File: src/rtl/hdlverifier_capture_jtag_readout_if.sv
// Register bus, serial read path and capture-buffer read port between the JTAG
// capture core/buffer (master side) and the readout block (slave side).
interface hdlverifier_capture_jtag_readout_if #(
  parameter int DATA_WIDTH = 32,
  parameter int ADDR_WIDTH = 10
);
  logic [4:0]            reg_addr;
  logic [31:0]           reg_wdata;
  logic                  reg_write;
  logic [31:0]           reg_rdata;
  logic                  shift_out_state;
  logic                  shift_out_en;
  logic                  shift_out_data;
  logic                  mem_rd_en;
  logic [ADDR_WIDTH-1:0] mem_raddr;
  logic [DATA_WIDTH-1:0] mem_rdata;
  logic                  capture_done;
  logic                  capture_arm;

  modport master (
    output reg_addr, reg_wdata, reg_write, shift_out_state, shift_out_en,
           mem_rdata, capture_done,
    input  reg_rdata, shift_out_data, mem_rd_en, mem_raddr, capture_arm
  );

  modport slave (
    input  reg_addr, reg_wdata, reg_write, shift_out_state, shift_out_en,
           mem_rdata, capture_done,
    output reg_rdata, shift_out_data, mem_rd_en, mem_raddr, capture_arm
  );
endinterface

File: src/rtl/hdlverifier_capture_jtag_readout.sv
// JTAG capture readout: small register file plus a prefetching word-to-serial
// streamer that feeds capture-buffer words LSB-first to the core's data-read path.
module hdlverifier_capture_jtag_readout #(
  parameter int          DATA_WIDTH = 32,
  parameter int          ADDR_WIDTH = 10,
  parameter logic [31:0] VERSION    = 32'h0001_0000
) (
  input logic                           tck,
  input logic                           reset_n,
  hdlverifier_capture_jtag_readout_if.slave bus
);

  localparam int                CNT_W    = $clog2(DATA_WIDTH);
  localparam logic [CNT_W-1:0]  LAST_BIT = CNT_W'(DATA_WIDTH - 1);

  typedef enum logic [2:0] {
    S_IDLE,
    S_FETCH0,
    S_WAIT0,
    S_PRIME,
    S_STREAM
  } state_t;

  state_t                state, state_nxt;

  logic [ADDR_WIDTH-1:0] rd_start;
  logic [15:0]           rd_len;
  logic                  underrun;
  logic                  arm_q;

  logic                  sos_q;
  logic [ADDR_WIDTH-1:0] ptr;
  logic [15:0]           left;
  logic                  fetch;
  logic                  data_vld_q;
  logic                  refill_q;
  logic [DATA_WIDTH-1:0] shreg;
  logic [DATA_WIDTH-1:0] nxt;
  logic                  nxt_vld;
  logic [CNT_W-1:0]      bitcnt;

  logic                  ctrl_wr;
  logic                  start_cmd;
  logic                  underrun_evt;
  logic                  unused_wdata;

  assign ctrl_wr      = bus.reg_write && (bus.reg_addr == 5'd1);
  assign start_cmd    = (state == S_IDLE) && (state_nxt == S_FETCH0);
  assign underrun_evt = bus.shift_out_en &&
                        (state inside {S_FETCH0, S_WAIT0, S_PRIME});
  assign unused_wdata = ^bus.reg_wdata[31:16];

  assign bus.mem_rd_en      = fetch;
  assign bus.mem_raddr      = ptr;
  assign bus.shift_out_data = shreg[0];
  assign bus.capture_arm    = arm_q;

  // NOTE: every path assigns reg_rdata before the case, so no latch is inferred.
  always_comb begin
    bus.reg_rdata = '0;
    case (bus.reg_addr)
      5'd0:    bus.reg_rdata = VERSION;
      5'd2:    bus.reg_rdata = {30'd0, underrun, bus.capture_done};
      5'd3:    bus.reg_rdata = 32'(rd_start);
      5'd4:    bus.reg_rdata = {16'd0, rd_len};
      default: bus.reg_rdata = '0;
    endcase
  end

  // Dropping shift_out_state aborts from any state; fetches are gated by left
  // so the read strobe never fires once the command's words are exhausted.
  always_comb begin
    state_nxt = state;
    fetch     = 1'b0;
    if (!bus.shift_out_state) begin
      state_nxt = S_IDLE;
    end else begin
      case (state)
        S_IDLE:   if (!sos_q) state_nxt = S_FETCH0;
        S_FETCH0: begin
          fetch     = (left != '0);
          state_nxt = S_WAIT0;
        end
        S_WAIT0:  state_nxt = S_PRIME;
        S_PRIME:  begin
          fetch     = (left != '0);
          state_nxt = S_STREAM;
        end
        S_STREAM: fetch = refill_q && (left != '0);
        default:  state_nxt = S_IDLE;
      endcase
    end
  end

  // NOTE: all flops use non-blocking assignments so each sees pre-edge values.
  always_ff @(posedge tck or negedge reset_n) begin
    if (!reset_n) begin
      state <= S_IDLE;
    end else begin
      state <= state_nxt;
    end
  end

  always_ff @(posedge tck or negedge reset_n) begin
    if (!reset_n) begin
      rd_start <= '0;
      rd_len   <= '0;
      underrun <= 1'b0;
      arm_q    <= 1'b0;
    end else begin
      arm_q <= ctrl_wr && bus.reg_wdata[0];
      if (underrun_evt) begin
        underrun <= 1'b1;
      end else if (ctrl_wr && bus.reg_wdata[1]) begin
        underrun <= 1'b0;
      end
      if (bus.reg_write && (bus.reg_addr == 5'd3)) rd_start <= bus.reg_wdata[ADDR_WIDTH-1:0];
      if (bus.reg_write && (bus.reg_addr == 5'd4)) rd_len   <= bus.reg_wdata[15:0];
    end
  end

  // Buffer data is valid the cycle after a fetch; it always lands in nxt first,
  // and PRIME or a word boundary moves it into the shift register.
  always_ff @(posedge tck or negedge reset_n) begin
    if (!reset_n) begin
      sos_q      <= 1'b0;
      ptr        <= '0;
      left       <= '0;
      data_vld_q <= 1'b0;
      refill_q   <= 1'b0;
      shreg      <= '0;
      nxt        <= '0;
      nxt_vld    <= 1'b0;
      bitcnt     <= '0;
    end else begin
      sos_q      <= bus.shift_out_state;
      data_vld_q <= fetch;
      refill_q   <= 1'b0;

      if (start_cmd) begin
        ptr  <= rd_start;
        left <= rd_len;
      end else if (fetch) begin
        ptr  <= ptr + 1'b1;
        left <= left - 1'b1;
      end

      if (!bus.shift_out_state) begin
        shreg   <= '0;
        nxt     <= '0;
        nxt_vld <= 1'b0;
        bitcnt  <= '0;
      end else begin
        if (state == S_PRIME) begin
          shreg   <= nxt_vld ? nxt : '0;
          nxt_vld <= 1'b0;
          bitcnt  <= '0;
        end else if ((state == S_STREAM) && bus.shift_out_en) begin
          if (bitcnt == LAST_BIT) begin
            shreg    <= nxt_vld ? nxt : '0;
            nxt_vld  <= 1'b0;
            bitcnt   <= '0;
            refill_q <= 1'b1;
          end else begin
            shreg  <= {1'b0, shreg[DATA_WIDTH-1:1]};
            bitcnt <= bitcnt + 1'b1;
          end
        end
        if (data_vld_q) begin
          nxt     <= bus.mem_rdata;
          nxt_vld <= 1'b1;
        end
      end
    end
  end

endmodule

File: src/flat_wrapper.sv
// flat-port wrapper written by rule: the top's interface ports become plain ports
module hdlverifier_capture_jtag_readout_flat 
#(
  parameter int          DATA_WIDTH = 32,
  parameter int          ADDR_WIDTH = 10,
  parameter logic [31:0] VERSION    = 32'h0001_0000
)
  (tck, reset_n, bus_reg_addr, bus_reg_wdata, bus_reg_write, bus_shift_out_state, bus_shift_out_en, bus_mem_rdata, bus_capture_done, bus_reg_rdata, bus_shift_out_data, bus_mem_rd_en, bus_mem_raddr, bus_capture_arm);
  hdlverifier_capture_jtag_readout_if #(.DATA_WIDTH(DATA_WIDTH), .ADDR_WIDTH(ADDR_WIDTH)) bus_i ();
  input logic tck;
  input logic reset_n;
  input wire logic [$bits(bus_i.reg_addr)-1:0] bus_reg_addr;
  input wire logic [$bits(bus_i.reg_wdata)-1:0] bus_reg_wdata;
  input wire logic [$bits(bus_i.reg_write)-1:0] bus_reg_write;
  input wire logic [$bits(bus_i.shift_out_state)-1:0] bus_shift_out_state;
  input wire logic [$bits(bus_i.shift_out_en)-1:0] bus_shift_out_en;
  input wire logic [$bits(bus_i.mem_rdata)-1:0] bus_mem_rdata;
  input wire logic [$bits(bus_i.capture_done)-1:0] bus_capture_done;
  output wire logic [$bits(bus_i.reg_rdata)-1:0] bus_reg_rdata;
  output wire logic [$bits(bus_i.shift_out_data)-1:0] bus_shift_out_data;
  output wire logic [$bits(bus_i.mem_rd_en)-1:0] bus_mem_rd_en;
  output wire logic [$bits(bus_i.mem_raddr)-1:0] bus_mem_raddr;
  output wire logic [$bits(bus_i.capture_arm)-1:0] bus_capture_arm;
  assign bus_i.reg_addr = bus_reg_addr;
  assign bus_i.reg_wdata = bus_reg_wdata;
  assign bus_i.reg_write = bus_reg_write;
  assign bus_i.shift_out_state = bus_shift_out_state;
  assign bus_i.shift_out_en = bus_shift_out_en;
  assign bus_i.mem_rdata = bus_mem_rdata;
  assign bus_i.capture_done = bus_capture_done;
  assign bus_reg_rdata = bus_i.reg_rdata;
  assign bus_shift_out_data = bus_i.shift_out_data;
  assign bus_mem_rd_en = bus_i.mem_rd_en;
  assign bus_mem_raddr = bus_i.mem_raddr;
  assign bus_capture_arm = bus_i.capture_arm;
  hdlverifier_capture_jtag_readout #(.DATA_WIDTH(DATA_WIDTH), .ADDR_WIDTH(ADDR_WIDTH), .VERSION(VERSION)) u_core (.tck(tck), .reset_n(reset_n), .bus(bus_i));
endmodule
File: config.mk
export PLATFORM = sky130hd
export DESIGN_NAME = hdlverifier_capture_jtag_readout_flat
export DESIGN_NICKNAME = d
export VERILOG_FILES = /design/src/rtl/hdlverifier_capture_jtag_readout_if.sv /design/src/rtl/hdlverifier_capture_jtag_readout.sv /design/src/flat_wrapper.sv
export SDC_FILE = /design/constraint.sdc
export NUM_CORES = 1
export LEC_CHECK = 0
export BUFFER_PORTS_ARGS = -buffer_cell sky130_fd_sc_hd__buf_2
export CAP_MARGIN = 20
export CORE_ASPECT_RATIO = 0.5
export CORE_MARGIN = 2
export CORE_UTILIZATION = 45
export DETAILED_ROUTE_END_ITERATION = 6
export PLACE_DENSITY = 0.77
export SETUP_SLACK_MARGIN = 0.02
export SLEW_MARGIN = 20
export SYNTH_ARGS = -nofsm -noshare
export SYNTH_HDL_FRONTEND = slang
export SYNTH_SLANG_ARGS = --single-unit
File: constraint.sdc
create_clock -name tck -period 3.1 [get_ports tck]
set_input_delay 0.62 -clock tck [delete_from_list [all_inputs] [get_ports tck]]
set_output_delay 0.62 -clock tck [all_outputs]
set_load 0.02 [all_outputs]
## Word-level counts from Yosys, hierarchy flattened

Index checks and enable logic that the tools add are counted.

| word-level totals | value |
|---|---|
| register bits | 130 |
| latch bits | 0 |
| bits in writable memories | 0 |
| ROM bits | 0 |
| bits of input ports | 75 |
| output and inout port bits | 45 |
| word-level logic and storage cells | 80 |
| memories kept | 0 |

| operators by class | value |
|---|---|
| $add $sub $neg | 3 |
| multiply operators | 0 |
| divide/modulo/power cells | 0 |
| order comparisons | 0 |
| equality and inequality tests | 14 |
| shift-type cells | 0 |
| multiplexer cells | 32 |
| bitwise gates (word level) | 0 |
| reduce and logical (&&, ||, !) cells | 17 |

Operators with widths:

| cell | count |
|---|---|
| 32-bit 2-to-1 mux | 7 |
| 17-bit case mux with 4 select lines | 1 |
| 16-bit 2-to-1 mux | 2 |
| 10-bit 2-to-1 mux | 2 |
| 5-bit 2-to-1 mux | 4 |
| 16-bit nonzero test | 1 |
| 16-bit by 1-bit subtractor with 16-bit output (second input constant) | 1 |
| 3-bit case mux with 5 select lines | 1 |
| 1-bit 2-to-1 mux | 12 |
| 10-bit by 1-bit adder with 10-bit output (second input constant) | 1 |
| 5-bit by 2-bit equality test with 1-bit output (second input constant) | 2 |
| 1-bit logical AND | 9 |
| 4-bit by 1-bit inequality test with 1-bit output (second input constant) | 2 |
| 3-bit by 1-bit equality test with 1-bit output (second input constant) | 2 |
| 3-bit by 2-bit equality test with 1-bit output (second input constant) | 2 |
| 3-bit 2-to-1 mux | 2 |
| 5-bit by 1-bit adder with 5-bit output (second input constant) | 1 |
| 5-bit by 1-bit equality test with 1-bit output (second input constant) | 1 |
| 5-bit by 3-bit equality test with 1-bit output (second input constant) | 1 |
| 5-bit equality test (second input constant) | 1 |
| 5-bit zero test | 1 |
| 2-bit nonzero test | 2 |
| 3-bit equality test (second input constant) | 1 |
| 3-bit zero test | 1 |
| 6 further kinds | 6 |

## Depth between registers and ports, before layout

| depth | value |
|---|---|
| depth in word-level cells | 6 |
| depth in mapped cells | 9 |
| mapped depth without buffers | 8 |

## Least setup slack after synthesis

Ideal clock, no wire load.

| timing | value |
|---|---|
| path kind | input -> register |
| start | input bus_shift_out_state |
| end | register u_core.left[10] |
| setup time | 126 ps |
| arrival time | 2,158 ps |
| required time | 2,974 ps |
| slack | 816 ps |
| stages on the path | 7 |
| buffers on the path | 2 |
| path through | buf_2 > nand2b_1 > or4_1 > o21ai_0 > clkbuf_1 > o21ai_0 > a221o_1 |

| on the way | value |
|---|---|
| longest elaborated chain between the ends | 4 |
| elaborated cells on any way between the ends | 6 |
| classes of those cells | 1 x eq/ne; 3 x mux; 2 x reduce/logical |

RTL lines:

| what | line | text |
|---|---|---|
| from (decl) | flat_wrapper.sv:15 | `input wire logic [$bits(bus_i.shift_out_state)-1:0] bus_shift_out_state;` |
| 3-bit 2-to-1 mux | hdlverifier_capture_jtag_readout.sv:75 | `if (!bus.shift_out_state) begin` |
| 3-bit by 1-bit equality test with 1-bit output | hdlverifier_capture_jtag_readout.sv:48 | `assign start_cmd = (state == S_IDLE) && (state_nxt == S_FETCH0);` |
| 1-bit logical AND | hdlverifier_capture_jtag_readout.sv:48 |  |
| 16-bit 2-to-1 mux / 2-bit nonzero test (equally long branches) | -- |  |
| to (signal assigned) | hdlverifier_capture_jtag_readout.sv:142 | `left <= rd_len;` |
| to (signal assigned) | hdlverifier_capture_jtag_readout.sv:145 | `left <= left - 1'b1;` |
| to (decl) | hdlverifier_capture_jtag_readout.sv:33 | `logic [15:0] left;` |

Parallel ways exist; a longest one is shown, timed or not.
A chain may end at the register's enable or synchronous reset.

## Worst setup path after layout

| timing | value |
|---|---|
| start | register u_core.left[0] |
| end | output bus_mem_rd_en |

| on the way | value |
|---|---|
| longest elaborated chain between the ends | 4 |

RTL lines:

| what | line | text |
|---|---|---|
| 16-bit nonzero test (*) | hdlverifier_capture_jtag_readout.sv:81, hdlverifier_capture_jtag_readout.sv:86, hdlverifier_capture_jtag_readout.sv:89 |  |
| 1-bit logical AND | hdlverifier_capture_jtag_readout.sv:89 | `S_STREAM: fetch = refill_q && (left != '0);` |
| 1-bit case mux with 2 select lines (*) | hdlverifier_capture_jtag_readout.sv:78 | `case (state)` |
| 1-bit 2-to-1 mux (*) | hdlverifier_capture_jtag_readout.sv:75 |  |
| to (decl) | flat_wrapper.sv:21 | `output wire logic [$bits(bus_i.mem_rd_en)-1:0] bus_mem_rd_en;` |

Mark *: on every way between the ends. The rest lies on a longest branch, timed or not.

==> results.txt <==
- After clock tree synthesis, the flow added hold-fix buffers numbering 0.
- The floorplan step defined a die boundary enclosing 15010 um2.
- Adding up every negative setup slack in the final design gives 0 ns.
* Maximum level of the CTS H-tree: 4
* Maxcap violations: 0
- Including well taps, the total number of placed cells is 872.
- After routing the design area is 7403 um2.
* Min Tclk post-route: 2.847 ns
* Leak Pwr: 3.586 nW
- Residual DRC count: 0
* CTS Sinks: 130
- The detailed router finished its first iteration with 336 violations.
* Async S/R FF share, synth: 100.0%
- Across every metal layer, demand over resource in global routing totals 19.64%.
- Post-cts repair resize count: 0
- DRT Wirelength: 13760 um
* Routed WL per cell: 15.29 um
- CTS tree: yes
* Number of distinct standard cells referenced by the synthesized netlist: 51
* Final non-filler cell total: 900
- Cell count after synthesis: 620
- Clock latency of the later-clocked register in the worst-skew pair: 0.41 ns
- Worst Clk Skew: 0.01109 ns
* Share of cells above drive strength 1: 23.59%
* Iteration count of the initial detailed-routing pass: 4
- Number of cell rows: 30
- Summed over all layers, the global routing overflow is 0.
- At the pin with the least slew margin, the transition time is 0.9639 ns.
* Port Buffers: 88
* Number of diodes: 0
- Setup repair after global routing left no endpoint under its margin.
* Share of the synthesized area in the top cell type: 51.67%
* Post-Synthesis Mean Instance Area: 10.15 um2
- Detailed placement ended at an HPWL of 9042 um.
- The run finished with clean final reports.
- Clock-pin slew of the registers on the worst-case setup and hold paths: 0.06 ns
* Maximum number of pins on one net before global-route repair: 60
- Setup violations remaining at the end of the flow were counted as 0.
* Io pins: 120
- For this configuration, the core starts out at a cell density of 46.21%.
* Library cell with the highest instance count after synthesis: sky130_fd_sc_hd__dfrtp_1
- The first global-routing pass estimated 23220 um of wire.
* Master cell of the clock root buffer: sky130_fd_sc_hd__clkbuf_16
- Count of antenna-violating nets left after detailed routing: 0
- Vias per Instance: 5.400
- Worst voltage drop across the vdd grid: 0.3479 mV
- Number of max-slew violations in the final report: 0
- Summing the sequential cell areas from Yosys gives 51.67% of the chip area.
- Ratio of final minimum period to clock period: 91.82%
* Warnings, synthesis: 0
- In this run the worst path has a maximum fanout of 10.
- Endpoint arrival time on the critical path: 2.23 ns
- Detailed routing inserted a total of 4860 vias.
- Crit path kind: reg -> out
- The via count of the first global-routing pass was 4731.
- Utilization of the core after routing: 54.33%
* Setup slack on the worst flop-to-flop path: 0.62 ns
* Clock buffers created by TritonCTS: 17
- PwrDens: 678.4 nW/um2
- Ranked by total cell area, the synthesized netlist is headed by sky130_fd_sc_hd__dfrtp_1 52%, sky130_fd_sc_hd__mux2i_1 5.4%, sky130_fd_sc_hd__mux2_2 4.7%, sky130_fd_sc_hd__o21ai_0 4.4%, sky130_fd_sc_hd__and3_1 3.5%.
- Compared with the post-synthesis result, the final layout area differs by 17.59%.
* Hold slack: 0.2264 ns
- Hold Path Class: in -> async
* Count of final hold-check violations: 0
- In this run the cell area of the synthesized design comes to 6296 um2.
- At the end of routability-driven placement, the weighted congestion stood at 0.8259.
- STA classifies the critical path endpoint as an output pin.
- The placed instances occupy a cell area of 6860 um2.
- Among all flip-flop cells after synthesis, the most frequent one is sky130_fd_sc_hd__dfrtp_1.
- Clock buffer depth: 2
- Die height: 87.64 um
- The total area inside the core boundary comes to 13630 um2.
- Flip-flop and latch count after synthesis: 130
- Filler Cells Inserted: 1189
* Max_slew headroom: 35.74%
- Synth area leader: sky130_fd_sc_hd__dfrtp_1
* Most numerous cell types in the synthesized netlist: 130 x sky130_fd_sc_hd__dfrtp_1, 57 x sky130_fd_sc_hd__nand2_1, 55 x sky130_fd_sc_hd__nor2_1, 55 x sky130_fd_sc_hd__o21ai_0, 37 x sky130_fd_sc_hd__a21oi_1
- The initial antenna violation count is 0.
- Number of flops mapped to enable cells by yosys: 0
- From left edge to right edge, the die measures 171.3 um.
- Startpoint class of the critical path: register
* Buffers inserted by post-CTS timing repair: 0
* Net count of the finished layout: 779
* Max frequency: 0.3513 GHz
* Data required time at the worst endpoint: 2.48 ns
## registers in the layout, summed over array words and instances (netlist names), 3 cells and up
signal	count
u_core.shreg	32
u_core.left	16
u_core.nxt	32
u_core.bus.mem_raddr	10
u_core.rd_len	16
u_core.state	3
u_core.rd_start	10
u_core.bitcnt	5
## layout by cell type (no fill, tap or decap), types with 15 or more instances in the layout
cell type                   Yosys  final
sky130_fd_sc_hd__buf_2          1     87
sky130_fd_sc_hd__conb_1         1     15
sky130_fd_sc_hd__nand2_1       57     57
sky130_fd_sc_hd__mux2i_1       34     34
sky130_fd_sc_hd__nor2_1        55     55
sky130_fd_sc_hd__o21ai_0       55     54
sky130_fd_sc_hd__and3_1        35     35
sky130_fd_sc_hd__mux2_2        26     26
sky130_fd_sc_hd__nor3_1        15     15
sky130_fd_sc_hd__a21oi_1       37     36
sky130_fd_sc_hd__dfrtp_1      130    129
sky130_fd_sc_hd__clkbuf_16      0     17
## cell families after synthesis
family	after synthesis	share of synthesized area (%)
xor+xnor	1	0.1391
buf+inv	64	5.266
mux	60	10.06
flops	130	51.67
simple gates	212	17.09
fa+ha+maj	5	0.9936
other cells	1	0.05956
compound gates	147	14.73
## layer usage
| layer | global-route usage (%) | up-vias | routed length [um] | share of wire [%] |
|---|---|---|---|---|
| met3 | 3.886 | 9 | 515 | 3.7 |
| met1 | 25.32 | 2395 | 6192 | 45 |
| li1 | - | 2346 | - | - |
| met2 | 34.16 | 110 | 6947 | 50 |
| met5 | 0 | - | 0 | 0 |
| met4 | 5.778 | 0 | 106 | 0.77 |
## worst max-delay path, cell delays in order (launching register included)
cell and delay, ns:
sky130_fd_sc_hd__dfrtp_1 0.38, sky130_fd_sc_hd__inv_1 0.12, sky130_fd_sc_hd__ha_1 0.19, sky130_fd_sc_hd__or4b_1 0.46, sky130_fd_sc_hd__nor4_2 0.21, sky130_fd_sc_hd__or2_1 0.17
sky130_fd_sc_hd__inv_2 0.11, sky130_fd_sc_hd__buf_2 0.18
## per-stage QoR
| stage | worst slack, ns | total power [mW] |
|---|---|---|
| 2_1_floorplan | 0.8161 | 2.913 |
| 3_3_place_gp | 0.5472 | 3.151 |
| 3_5_place_dp | 0.5188 | 3.184 |
| 4_1_cts | 0.1129 | 5.044 |
| 5_1_grt | 0.1180 | 5.284 |
| 6_report | 0.2535 | 5.022 |
## power breakdown
part	internal (mW)	switching [mW]
clock	1.17	0.687
combinational	0.419	0.532
sequential	1.93	0.284
## area by class of cell
type	instances	area (um2)	area share (%)
Sequential cell	130	3254	43.96
Multi-Input combinational cell	440	2779	37.54
Timing Repair Buffer	101	553.0	7.470
Clock buffer	23	488.0	6.591
Tap cell	192	240.2	3.245
Clock inverter	5	55.05	0.7436
Inverter	9	33.78	0.4563
## worst paths after layout
kind | startpoint | end | depth (start not counted)
setup reg to reg | u_core.left[0] | u_core.left[15] | 8
max in group asynchronous | reset_n | u_core.bus.mem_raddr[6] | 2
hold / removal | reset_n | u_core.nxt[3] | 1
setup / recovery | u_core.left[0] | bus_mem_rd_en | 7
hold reg to reg | u_core.shreg[30] | u_core.shreg[30] | 2
min in group tck | bus_reg_wdata[14] | u_core.rd_len[14] | 2
Note: power is estimated with default switching activity, not from simulation.
